<file path="src/rtl/mic_adc_capture.sv">
// Sample-rate pacer and 16-SCLK serial ADC reader for the audio recorder.
// Publishes each 12-bit sample with a one-cycle aud_rdy strobe.
module mic_adc_capture #(
  parameter int CLK_DIV    = 4,
  parameter int SAMPLE_DIV = 2268
) (
  input  logic        clk,
  input  logic        rst,
  input  logic        en,
  input  logic        adc_sdata,
  output logic        adc_cs_n,
  output logic        adc_sclk,
  output logic [11:0] sample,
  output logic        aud_rdy,
  output logic        busy,
  output logic        overrun
);

  localparam int HW = (CLK_DIV > 1) ? $clog2(CLK_DIV) : 1;
  localparam int TW = (SAMPLE_DIV > 1) ? $clog2(SAMPLE_DIV) : 1;

  localparam logic [1:0] IDLE = 2'd0;
  localparam logic [1:0] CONV = 2'd1;
  localparam logic [1:0] DONE = 2'd2;

  localparam logic [HW-1:0] H_LAST = HW'(CLK_DIV - 1);
  localparam logic [TW-1:0] T_LAST = TW'(SAMPLE_DIV - 1);

  logic [1:0]    state;
  logic [TW-1:0] tcnt;
  logic [HW-1:0] hcnt;
  logic [4:0]    bcnt;
  logic [11:0]   shift;
  logic          tick;

  assign tick = en && (tcnt == T_LAST);

  always_ff @(posedge clk or posedge rst) begin
    if (rst) begin
      tcnt <= '0;
    end else if (!en || tick) begin
      tcnt <= '0;
    end else begin
      tcnt <= tcnt + 1'b1;
    end
  end

  // A tick that lands mid-frame is dropped, never queued.
  always_ff @(posedge clk or posedge rst) begin
    if (rst) begin
      overrun <= 1'b0;
    end else if (!en) begin
      overrun <= 1'b0;
    end else if (tick && state != IDLE) begin
      overrun <= 1'b1;
    end
  end

  always_ff @(posedge clk or posedge rst) begin
    if (rst) begin
      state    <= IDLE;
      hcnt     <= '0;
      bcnt     <= '0;
      shift    <= '0;
      adc_cs_n <= 1'b1;
      adc_sclk <= 1'b1;
      sample   <= '0;
      aud_rdy  <= 1'b0;
      busy     <= 1'b0;
    end else begin
      case (state)
        IDLE: begin
          aud_rdy <= 1'b0;
          if (tick) begin
            state    <= CONV;
            hcnt     <= '0;
            bcnt     <= '0;
            adc_cs_n <= 1'b0;
            busy     <= 1'b1;
          end
        end
        CONV: begin
          if (bcnt == 5'd16) begin
            state    <= DONE;
            adc_cs_n <= 1'b1;
            adc_sclk <= 1'b1;
            sample   <= shift;
            aud_rdy  <= 1'b1;
          end else if (hcnt == H_LAST) begin
            hcnt     <= '0;
            adc_sclk <= ~adc_sclk;
            // Data is captured on the edge that raises SCLK.
            if (!adc_sclk) begin
              shift <= {shift[10:0], adc_sdata};
              bcnt  <= bcnt + 5'd1;
            end
          end else begin
            hcnt <= hcnt + 1'b1;
          end
        end
        DONE: begin
          state   <= IDLE;
          aud_rdy <= 1'b0;
          busy    <= 1'b0;
        end
        default: begin
          state    <= IDLE;
          adc_cs_n <= 1'b1;
          adc_sclk <= 1'b1;
          aud_rdy  <= 1'b0;
          busy     <= 1'b0;
        end
      endcase
    end
  end

endmodule

</file>
<file path="config.mk">
export PLATFORM = sky130hd
export DESIGN_NAME = mic_adc_capture
export DESIGN_NICKNAME = d
export VERILOG_FILES = /design/src/rtl/mic_adc_capture.sv
export SDC_FILE = /design/constraint.sdc
export NUM_CORES = 1
export LEC_CHECK = 0
export BUFFER_PORTS_ARGS = -buffer_cell sky130_fd_sc_hd__buf_2
export CORE_ASPECT_RATIO = 1.75
export CORE_MARGIN = 4
export CORE_UTILIZATION = 45
export CTS_CLUSTER_DIAMETER = 40
export DETAILED_ROUTE_END_ITERATION = 16
export SLEW_MARGIN = 20
export SYNTH_ARGS = -nofsm -noshare
export SYNTH_HDL_FRONTEND = slang
export SYNTH_SLANG_ARGS = --single-unit
</file>
<file path="constraint.sdc">
create_clock -name clk -period 2.4 [get_ports clk]
set_clock_uncertainty 0.1 [all_clocks]
set_input_delay 0 -clock clk [delete_from_list [all_inputs] [get_ports clk]]
set_output_delay 0 -clock clk [all_outputs]
set_load 0.01 [all_outputs]
</file>
==> results of run 1 <==
-- layout make-up --
class	instances	area [sq um]	share of cell area, %
sequential	50	1250	48.5
multi-input combinational	144	937	36.2
timing repair buffer	28	170	6.58
clock buffer	5	68.8	2.66
clock inverter	3	68.8	2.66
tap	52	65.1	2.52
inverter	6	22.5	0.871
-- synthesized netlist by cell type, types with 2 or more instances --
| cell | n | area share, % |
|---|---|---|
| sky130_fd_sc_hd__a21o_1 | 2 | 0.67 |
| sky130_fd_sc_hd__a21oi_1 | 3 | 0.67 |
| sky130_fd_sc_hd__and3_1 | 3 | 0.83 |
| sky130_fd_sc_hd__buf_2 | 2 | 0.44 |
| sky130_fd_sc_hd__buf_6 | 2 | 1.0 |
| sky130_fd_sc_hd__dfrtp_1 | 48 | 53 |
| sky130_fd_sc_hd__dfstp_2 | 2 | 2.3 |
| sky130_fd_sc_hd__ha_1 | 4 | 2.2 |
| sky130_fd_sc_hd__inv_1 | 6 | 1.0 |
| sky130_fd_sc_hd__mux2_2 | 12 | 6.0 |
| sky130_fd_sc_hd__nand2_1 | 48 | 8.0 |
| sky130_fd_sc_hd__nand3_1 | 13 | 2.9 |
| sky130_fd_sc_hd__nand4_1 | 2 | 0.56 |
| sky130_fd_sc_hd__nor2_1 | 18 | 3.0 |
| sky130_fd_sc_hd__nor3_1 | 2 | 0.44 |
| sky130_fd_sc_hd__nor4_2 | 2 | 1.1 |
| sky130_fd_sc_hd__o21ai_0 | 5 | 1.1 |
| sky130_fd_sc_hd__o31ai_1 | 3 | 1.0 |
| sky130_fd_sc_hd__or3_1 | 2 | 0.56 |
| sky130_fd_sc_hd__xnor2_1 | 7 | 2.7 |
| sky130_fd_sc_hd__xor2_1 | 2 | 0.78 |
-- final timing paths --
check | startpoint | endpoint | slack [ns]
setup / recovery | bcnt[0] | shift[8] | 0.56
hold / removal | adc_sdata | shift[0] | 0.33
setup reg to reg | bcnt[0] | shift[8] | 0.56
hold reg to reg | adc_cs_n | adc_cs_n | 0.37
max in group asynchronous | rst | adc_sclk | 1.10
min in group asynchronous | rst | sample[11] | 0.56
-- critical path, delay by kind of cell (launching register included) --
family,cells,cell delay [ns]
and+or+nand+nor,4,0.80
buffers and inverters,2,0.29
DFF,1,0.41
adders and majority gates,1,0.20
-- power by group through the flow --
stage | combinational (mW) | clock, mW | sequential, mW
after global routing | 0.0533 | 0.753 | 0.864
final | 0.0440 | 0.699 | 0.863
after CTS | 0.0464 | 0.719 | 0.863
after global placement | 0.0408 | 0 | 0.880
after detailed placement | 0.0414 | 0 | 0.879
after floorplan | 0.0277 | 0 | 0.876
-- metrics by stage --
step / util (%) / cell area, sq um / hold slack (ns) / setup WS [ns] / power [mW]
final: 54.5 / 2590 / 0.330 / 0.559 / 1.61
after global routing: 54.5 / 2590 / 0.368 / 0.402 / 1.67
after CTS: 54.5 / 2590 / 0.311 / 0.533 / 1.63
after detailed placement: 50.7 / 2410 / -0.232 / 0.543 / 0.921
after global placement: 50.7 / 2410 / -0.231 / 0.595 / 0.920
after floorplan: - / 2250 / 0.00544 / 0.813 / 0.904
-- routing by layer --
layer | vias to the layer above | global-route usage [%] | wire length, microns
met5 | - | 0 | 0
met4 | 0 | 5.88 | 59
met3 | 5 | 2.68 | 104
met2 | 18 | 27.0 | 2220
met1 | 752 | 19.0 | 1710
li1 | 752 | - | -
-- cell families (layout without fill, tap and decap cells) --
kind of cell,Yosys count,in the layout
AND/OR/NAND/NOR,103,103
flip-flops,50,50
AO/OA/AOI/OAI,15,15
multiplexers,13,13
buffers and inverters,11,42
XOR/XNOR,9,9
adder cells (fa/ha/maj),4,4
-- registers in the layout, summed over array words and instances, names as in the netlist --
name	cells
tcnt	12
overrun	1
state	2
shift	12
adc_sclk	1
hcnt	2
adc_cs_n	1
sample	12
bcnt	5
busy	1
aud_rdy	1
==> results.txt, run 1 <==
- Final weighted congestion of routability-driven global placement: 0.759
- Final HPWL from detailed placement: 2.90 mm
- Data on the critical path is required at its endpoint by 2.55 ns.
- CP arrival: 1.99 ns
* Clock insertion delay at the later pin of the skew report: 0.30 ns
* Vias per inst: 5.30
- The worst setup path is launched from a flop.
- The first global-routing pass estimated 7.47 mm of wire.
- Global routing consumed, over all layers together, 15.7% of the routing resources.
- Of the total synthesized cell area, the portion taken by AND, OR, NAND and NOR gates is 25.4%.
- The number of global-route vias before repair is 1,620.
- Pin count of the biggest net entering global routing: 26
* Leakage dissipation: 1.30 nW
- Area share of xor/xnor cells in the synthesized design: 3.50%
- Maximum root-to-sink buffer count: 2
- In this run, post-CTS hold repair placed 4 buffers.
* CTS buffer count: 5
* Number of diodes added for antenna fixing: 0
* Ys flop type: sky130_fd_sc_hd__dfrtp_1
- Antenna violations before repair: 0
* CTS tree: yes
- Max rail drop VDD: 558 uV
- The mapped netlist covers 2250 sq um.
* Number of flops mapped to enable cells by yosys: 0
* Highest cell delay on the worst timing path: 0.46 ns
* DIE WIDTH: 61.5 microns
- Post-Synthesis Net Count: 213
- For the pin with the worst max-slew slack, the measured transition is 0.445 ns.
- Clock-pin slew reported for the worst setup and hold paths after clock tree synthesis: 0.10 ns
- After routing, the total negative slack on setup checks comes to 0 ns.
* Proportion of synthesized area in mux cells: 6.44%
* Vertical extent of the die: 102 microns
* Endpoint class of the critical path: flop
* Overall routed net length: 4.09 mm
- Per report_power, the clock group accounts for 43.5% of the total.
- During synthesis, Yosys emitted a total of 0 warnings.
- Result of the run: completed
- The tool flagged a number of max-cap violations equal to 0.
- Power density over the cells: 621 nW/um^2
- The top cell types in the final layout, fill and taps aside, are sky130_fd_sc_hd__nand2_1 (48), sky130_fd_sc_hd__dfrtp_1 (48), sky130_fd_sc_hd__buf_2 (20).
- In this run, placement finished with an instance count of 276.
- After global routing the overflow that remains totals 0.
- Final hold violations: 0
* Number of antenna-violating nets in the routed design: 0
* Worst hold-check path type: in2reg
- Max-slew violation total from the final report: 0
* Total number of clock tree sinks: 50
- Count of nets after finishing: 243
* Drt drc: 0
- The critical path is of the reg2reg type.
- Sequential share of the synthesized area: 55.6%
* Count of distinct cell types in the synthesized netlist: 38
* Detailed-route wire length per cell: 14.2 microns
- Net switching power figure: 0.320 mW
- The initial utilization of the core area, before any placement, comes to 47.5%.
- Placeable core region: 4750 sq um
* Post-synthesis share of cell area spent on full adders, half adders and majority gates: 2.22%
- Of all flip-flops after synthesis, the portion carrying an async set or reset was 100%.
- Crit-path max FO: 8
- After synthesis, the largest family of logic cells by area is simple AND/OR/NAND/NOR gates.
* Initial DRT Pass Iterations: 4
- The root buffer cell chosen for the clock tree is sky130_fd_sc_hd__clkbuf_8.
- Switching Fraction: 19.9%
- Post-CTS sizing: 0
* Total Die Area: 6250 sq um
* Slew HR: 70.2%
- From synthesis to final layout, the design area changed by 14.8%.
* Synthesis-stage register bit count: 50
* Mapped Cells: 205
- CTS built an H-tree with a depth of 2.
- The synthesized netlist devotes 4.00% of its cell area to compound gates.
- After filler insertion, the fill cell instance count of the layout stands at 434.
* Post-CTS Setup Repair Bufs: 0
* Highest attainable clock frequency: 543 MHz
- Cell chain of the critical path: inv_1 > ha_1 > and4bb_4 > nor4b_4 > buf_4 > nand2_1 > nand2_1
- Cells on Worst Hold Path: 4
- Fraction of power consumed by combinational cells: 2.7%
* Period utilisation layout: 76.7%
- Pin placement for this block handled 21 I/O pins.
- Setup repair after global routing left no endpoint under its margin.
* Count of standard-cell rows: 33
- After the flow finishes, the layout carries non-filler instances totaling 288.
- Cells on worst reg2reg path: 7
- In this run, flip-flops and latches consume 53.7% of the power.
- The first routing iteration left 32 violations.
* Internal power: 1.29 mW
- Share of post-route cells with drive strength above 1: 24.2%
* Vias: 1,527
- Number of buffers inserted by port buffering: 20
* Post-route minimum period: 1.84 ns
* Final setup violation count: 0
- Dividing the synthesized area by the synthesized cell count gives 11.0 sq um.
- Most frequent cell on the critical path: sky130_fd_sc_hd__nand2_1
- The slowest stage of the critical path is the sky130_fd_sc_hd__nor4b_4 cell.
Power figures use the tool's default switching activity.
==> inputs of run 2 (changes only) <==
==> constraint.sdc (replaced) <==
create_clock -name clk -period 1.75 [get_ports clk]
set_clock_uncertainty 0.1 [all_clocks]
set_input_delay 0 -clock clk [delete_from_list [all_inputs] [get_ports clk]]
set_output_delay 0 -clock clk [all_outputs]
set_load 0.01 [all_outputs]
==> results.txt, run 2 (synthesized netlist as in run 1, its figures left out) <==
* Pin count of the biggest net entering global routing: 28 (+7.7%)
- TritonCTS built the clock tree.
- The number of routed nets with antenna violations was 0 (unchanged).
- Drt drc: 0 (unchanged)
* Deepest level of the CTS H-tree: 2 (unchanged)
* Worst-Margin Slew: 0.524 ns (+0.0795 ns)
- The largest incremental delay on the critical path is 0.41 ns (-0.05 ns).
- CTS buffer count: 5 (unchanged)
* Highest attainable clock frequency: 610 MHz (+12%)
* Max rail drop VDD: 736 uV (+32%)
- The library cells used most frequently in the layout, excluding fill and tap cells, are sky130_fd_sc_hd__nand2_1 (48), sky130_fd_sc_hd__dfrtp_1 (48), sky130_fd_sc_hd__buf_2 (20).
- The slowest stage of the critical path belongs to the cell sky130_fd_sc_hd__dfrtp_1.
* DIE WIDTH: 61.5 microns (unchanged)
- The worst hold slack after final layout is 0.167 ns (-0.163 ns).
- The tree is rooted in a sky130_fd_sc_hd__clkbuf_8.
- The maximum root-to-sink buffer count was 2 (unchanged).
- Setup repair after global routing left no endpoint under its margin.
- Period utilisation layout: 93.7% (+17 points)
* Fraction of power consumed by combinational cells: 3.1% (+0.4 points)
- Number of global-route vias before repair: 1,576 (-2.7%)
* All-Layer GR Usage: 15.8% (+0.15 points)
- The most numerous cell type found on the critical path is sky130_fd_sc_hd__nand2_1.
- The min-delay analysis places its worst path in the category in2async.
* Share of post-route cells with drive strength above 1: 27.5% (+3.3 points)
* Number of diodes added for antenna fixing: 0 (unchanged)
- The die outline height came to 102 microns (unchanged).
- Area Overhead vs Synth: 18.2%
- STA classifies the critical path endpoint as a flop.
* Count of standard-cell rows: 33 (unchanged)
* Switching Fraction: 20.1% (+0.21 points)
- Clock insertion delay at the later pin of the skew report: 0.31 ns (about the same)
- Antenna violations before repair: 0 (unchanged)
- Leakage dissipation: 1.34 nW (+3.5%)
- Total Negative Setup Slacks: 0 ns (unchanged)
- The worst path arrival time was 1.79 ns (-0.20 ns).
- The final routed wirelength across all metal layers came to 4.15 mm (+1.5%).
- Vias per inst: 5.18 (-2.3%)
* Initial DRT Pass Iterations: 4 (unchanged)
- The number of vias in the routed layout was 1,534 (+0.46%).
* Initial Utilization: 47.5% (unchanged)
- Result of the run: completed
- Total of fill cells in the finished design: 433 (-0.23%)
- The count of input and output buffers is 20 (unchanged).
- Aggregate global routing overflow: 0 (unchanged)
* Post-route minimum period: 1.64 ns (-0.201 ns)
- The estimated wirelength of the detail-placed design is 2.95 mm (+1.8%).
* Clock power share: 43.5% (about the same)
- Wire length of the first global-routing pass: 7.42 mm (-0.74%)
* WP data required: 1.90 ns (-0.65 ns)
- The final routed wire length divided by cell count came to 14.0 microns (-1.3%).
- Placeable core region: 4750 sq um (unchanged)
- Sequential cell fraction of total power: 53.4% (-0.3 points)
- The overall die area was 6250 sq um (unchanged).
- Max-slew violation total from the final report: 0 (unchanged)
- The worst setup path is launched from a flop.
- The first-iteration detailed-routing DRC count was 36 (+13%).
- Cell chain of the critical path: inv_1 > ha_2 > and4bb_4 > nor4b_4 > buf_4 > nand2_1 > nand2_1
* Internal power: 1.77 mW (+38%)
- Slew HR: 65.0% (-5.2 points)
- Largest regs: sample: 12 flops, shift: 12 flops, tcnt: 12 flops
- The I/O pin count is 21 (unchanged).
- The global placement routability congestion was 0.773 (+1.8%).
* Power density over the cells: 832 nW/um^2 (+34%)
* Crit-path max FO: 6 (-2)
- The switching power summed over all nets came to 0.446 mW (+39%).
- The number of max-cap violations was 0 (unchanged).
- The worst setup path is of the reg2reg kind.
* Final setup violation count: 0 (unchanged)
- The final count of hold timing violations was 0 (unchanged).
* Count of nets after finishing: 251 (+3.3%)
- Clock-pin slew reported for the worst setup and hold paths after clock tree synthesis: 0.10 ns (about the same)
* Total number of clock tree sinks: 50 (unchanged)
## run 2: cell types whose count changed in the layout (fill, tap and decap cells not counted)
cell,change
sky130_fd_sc_hd__ha_2,+1
sky130_fd_sc_hd__buf_12,+1
sky130_fd_sc_hd__dlygate4sd3_1,-1
sky130_fd_sc_hd__o21ai_0,-1
sky130_fd_sc_hd__ha_1,-1
sky130_fd_sc_hd__buf_6,+1
sky130_fd_sc_hd__o21ai_1,+1
sky130_fd_sc_hd__buf_4,+7
## run 2: metal layers
layer | vias to the layer above | track usage, % | routed length (microns)
met5 | - | 0 | 0
met4 | 0 | 5.39 | 63
met3 | 6 | 3.57 | 138
met2 | 17 | 25.4 | 2260
met1 | 747 | 20.7 | 1690
li1 | 764 | - | -
## run 2: power groups by stage
stage	clock, mW	combinational [mW]	sequential (mW)
6_report	0.964	0.0685	1.18
5_1_grt	1.05	0.0806	1.19
4_1_cts	0.991	0.0717	1.18
3_5_place_dp	0	0.0666	1.21
3_3_place_gp	0	0.0668	1.21
2_1_floorplan	0	0.0380	1.20
## run 2: final timing paths
path / cells after the start / startpoint / slack, ns / to
worst max-delay path: 7 / bcnt[0] / 0.11 / shift[6]
worst min-delay path: 3 / rst / 0.17 / tcnt[9]
worst max register to register: 7 / bcnt[0] / 0.11 / shift[6]
worst min register to register: 2 / adc_cs_n / 0.36 / adc_cs_n
max in group asynchronous: 4 / rst / 0.87 / overrun
min in group clk: 4 / adc_sdata / 0.34 / shift[0]
## run 2: final cells by class
class / count / area, sq um / area share (%)
flip-flops and latches: 50 / 1250 / 47.1
multi-input cells: 144 / 940 / 35.3
repair buffers: 36 / 244 / 9.16
clock buffers: 5 / 68.8 / 2.58
clock inverters: 3 / 68.8 / 2.58
well taps: 52 / 65.1 / 2.44
inverters: 6 / 22.5 / 0.846
## run 2: metrics by stage
stage	total power [mW]	utilization [%]	worst slack (ns)	cell area, sq um	instances
finish	2.22	56.1	0.110	2660	296
global route	2.31	56.1	0.00238	2660	296
CTS	2.25	55.6	0.0495	2640	294
detailed placement	1.27	52.1	0.0790	2470	283
global placement	1.27	52.1	0.108	2470	283
floorplan	1.24	-	0.163	2250	205
## run 2: worst max-delay path: cells and delay by family, from the launching register on
| kind | cells | cell delay [ns] |
|---|---|---|
| simple gates | 4 | 0.64 |
| buf+inv | 2 | 0.27 |
| fa+ha+maj | 1 | 0.17 |
| flops | 1 | 0.41 |
## run 2: timing repair
item | in CTS | in global routing
buffers inserted | 0 | 1
setup endpoints to repair | 0 | 24
gates resized for setup | 0 | 4
endpoints found under the hold margin | 28 | 0
hold buffers | 3 | 0
==> inputs of run 3 (changes only) <==
--- a/config.mk
+++ b/config.mk
@@ -6,7 +6,6 @@
 export NUM_CORES = 1
 export LEC_CHECK = 0
 export BUFFER_PORTS_ARGS = -buffer_cell sky130_fd_sc_hd__buf_2
-export CORE_ASPECT_RATIO = 1.75
 export CORE_MARGIN = 4
 export CORE_UTILIZATION = 45
 export CTS_CLUSTER_DIAMETER = 40
==> results.txt, run 3 (synthesized netlist as in run 1, its figures left out) <==
* Result of the run: completed
- The overall die area is 6200 sq um (-0.71%).
- The startpoint identified for the worst register-to-register timing path is bcnt[1].
- The overall die width was 78.8 microns (+28%).
* Cell area reported after detailed placement: 2480 sq um (+0.46%)
* WP data required: 1.90 ns (about the same)
* Root buffer cell: sky130_fd_sc_hd__clkbuf_8
- Final weighted congestion of routability-driven global placement: 0.799 (+3.4%)
- Relative to the synthesized area, the layout overhead comes to 18.7%.
- The post-route DRC violation count came to 0 (unchanged).
- Number of top-level pins: 21 (unchanged)
- Initial DRT Pass Iterations: 4 (unchanged)
- Aggregate global routing overflow: 0 (unchanged)
- Pin count of the biggest net entering global routing: 32 (+14%)
- Antenna violations before repair: 0 (unchanged)
* Detailed-route wire length per cell: 12.8 microns (-8.6%)
* Wire length of the first global-routing pass: 6.94 mm (-6.4%)
- Final HPWL from detailed placement: 2.78 mm (-5.9%)
- The count of input and output buffers is 20 (unchanged).
- Most frequent cells in the layout: sky130_fd_sc_hd__dfrtp_1 (48), sky130_fd_sc_hd__nand2_1 (46), sky130_fd_sc_hd__buf_2 (20)
* Post-route minimum period: 1.66 ns (+0.0242 ns)
- The ratio of cells with drive above 1 in the final layout is 29.1% (+1.6 points).
- CP arrival: 1.81 ns (+0.02 ns)
- The pin slew with the least headroom to its limit is 0.451 ns (-0.0730 ns).
- Area of all placed cells without fillers: 2680 sq um (+0.47%)
- Slew HR: 69.9% (+4.9 points)
- The total routing usage reported by global routing came to 14.2% (-1.6 points).
- STA classifies the critical path endpoint as a flop.
- The number of core rows came to 25 (-24%).
* Placeable core region: 4790 sq um (+0.79%)
- Clock insertion delay at the later pin of the skew report: 0.30 ns (about the same)
- The worst setup slack after placement came to 0.0641 ns (-0.0148 ns).
* Clock power share: 39.6% (-3.9 points)
- CTS buffer count: 5 (unchanged)
- Total number of clock tree sinks: 50 (unchanged)
* Number of diodes added for antenna fixing: 0 (unchanged)
* Largest regs: sample: 12 flops, shift: 12 flops, tcnt: 12 flops
* Vertical extent of the die: 78.8 microns (-22%)
- Final setup violation count: 0 (unchanged)
* Switching Fraction: 21.5% (+1.3 points)
* Overall routed net length: 3.99 mm (-4.0%)
- The number of H-tree branching levels was 2 (unchanged).
* Final hold violations: 0 (unchanged)
- The net count reported at finish came to 251 (unchanged).
- The switching power summed over all nets came to 0.444 mW (-0.45%).
- STA classifies the critical path startpoint as a flop.
- The internal portion of total power is 1.62 mW (-8.2%).
* Total Negative Setup Slacks: 0 ns (unchanged)
- The vias per cell is 4.93 (-4.9%).
* Crit-path max FO: 6 (unchanged)
- The critical path starts at bcnt[1].
- Worst hold-check path type: in2async
* Max rail drop VDD: 486 uV (-34%)
- The number of vias in the routed layout was 1,532 (-0.13%).
- The leakage power of the design is 1.34 nW (-0.60%).
* Unrepaired setup endpoints after global routing: true
- The maximum clock frequency is 601 MHz (-1.5%).
- Leaving out fill and tap cells, the most frequent cell in the layout is sky130_fd_sc_hd__dfrtp_1.
- Crit path kind: reg2reg
- The power density over cell area came to 773 nW/um^2 (-7.1%).
* Clock-pin slew reported for the worst setup and hold paths after clock tree synthesis: 0.09 ns (about the same)
- The proportion of power drawn by combinational gates is 3.2% (about the same).
* Setup WS post-layout: 0.0857 ns (-0.0242 ns)
- Sequential cell fraction of total power: 57.2% (+3.8 points)
- The number of routed nets with antenna violations is 0 (unchanged).
* Maximum root-to-sink buffer count: 2 (unchanged)
- The number of global-route vias before repair was 1,486 (-5.7%).
- Max-slew violation total from the final report: 0 (unchanged)
- CTS tree: yes
* Initial Utilization: 47.1% (-0.37 points)
- Worst hold-check slack: 0.151 ns (-0.0159 ns)
* Period utilisation layout: 95.1% (+1.4 points)
- The number of max-cap violations is 0 (unchanged).
* DR iter-0 viols: 68 (+89%)
-- run 3: cell count changes in the layout (fill, tap and decap cells not counted), sizes merged --
cell | before | now
bufinv | 2 | 1
inv | 6 | 7
-- run 3: through the flow --
stage | std cells | utilization, % | power, mW
floorplan | 205 | - | 1.24
global placement | 297 | 51.9 | 1.27
detailed placement | 297 | 51.9 | 1.27
CTS | 308 | 54.9 | 2.10
global route | 311 | 55.9 | 2.16
finish | 311 | 55.9 | 2.07
-- run 3: per-layer routing --
metal  track usage [%]  wire [microns]  vias to the layer above
met5                 0               0                        -
met4              6.47              72                        0
met3              2.72             117                        8
met2              22.4            1900                       20
met1              19.0            1900                      738
li1                  -               -                      766
-- run 3: path summary, 6_finish.rpt --
kind | endpoint | slack, ns | depth (start not counted)
worst max-delay path | shift[11] | 0.09 | 7
worst min-delay path | tcnt[9] | 0.15 | 3
worst max register to register | shift[11] | 0.09 | 7
worst min register to register | adc_cs_n | 0.36 | 2
max in group asynchronous | bcnt[2] | 0.89 | 4
min in group clk | shift[0] | 0.33 | 4
-- run 3: critical path, cell delays in order (launching register included) --
cell	delay, ns
sky130_fd_sc_hd__dfrtp_1	0.42
sky130_fd_sc_hd__inv_2	0.06
sky130_fd_sc_hd__ha_4	0.15
sky130_fd_sc_hd__and4bb_4	0.22
sky130_fd_sc_hd__nor4b_4	0.37
sky130_fd_sc_hd__buf_6	0.17
sky130_fd_sc_hd__nand2_1	0.06
sky130_fd_sc_hd__nand2_1	0.06
-- run 3: power by group through the flow --
| stage | Sequential (mW) | Combinational [mW] | Clock, mW |
|---|---|---|---|
| 2_1_floorplan | 1.20 | 0.0380 | 0 |
| 3_3_place_gp | 1.20 | 0.0643 | 0 |
| 3_5_place_dp | 1.21 | 0.0645 | 0 |
| 4_1_cts | 1.18 | 0.0697 | 0.847 |
| 5_1_grt | 1.19 | 0.0794 | 0.899 |
| 6_report | 1.18 | 0.0672 | 0.819 |
-- run 3: cell type report --
| cell class | count | area [sq um] |
|---|---|---|
| Clock inverter | 3 | 43.8 |
| Multi-Input combinational cell | 144 | 955 |
| Timing Repair Buffer | 36 | 248 |
| Tap cell | 67 | 83.8 |
| Clock buffer | 5 | 68.8 |
| Sequential cell | 50 | 1250 |
| Inverter | 6 | 22.5 |
| Fill cell | 421 | 2110 |
-- run 3: repair_timing --
action | 4_1_cts | 5_1_grt
resized for setup | 0 | 9
setup buffers | 0 | 2
hold buffers | 3 | 0
setup endpoints to repair | 0 | 13
endpoints found under the hold margin | 58 | 0
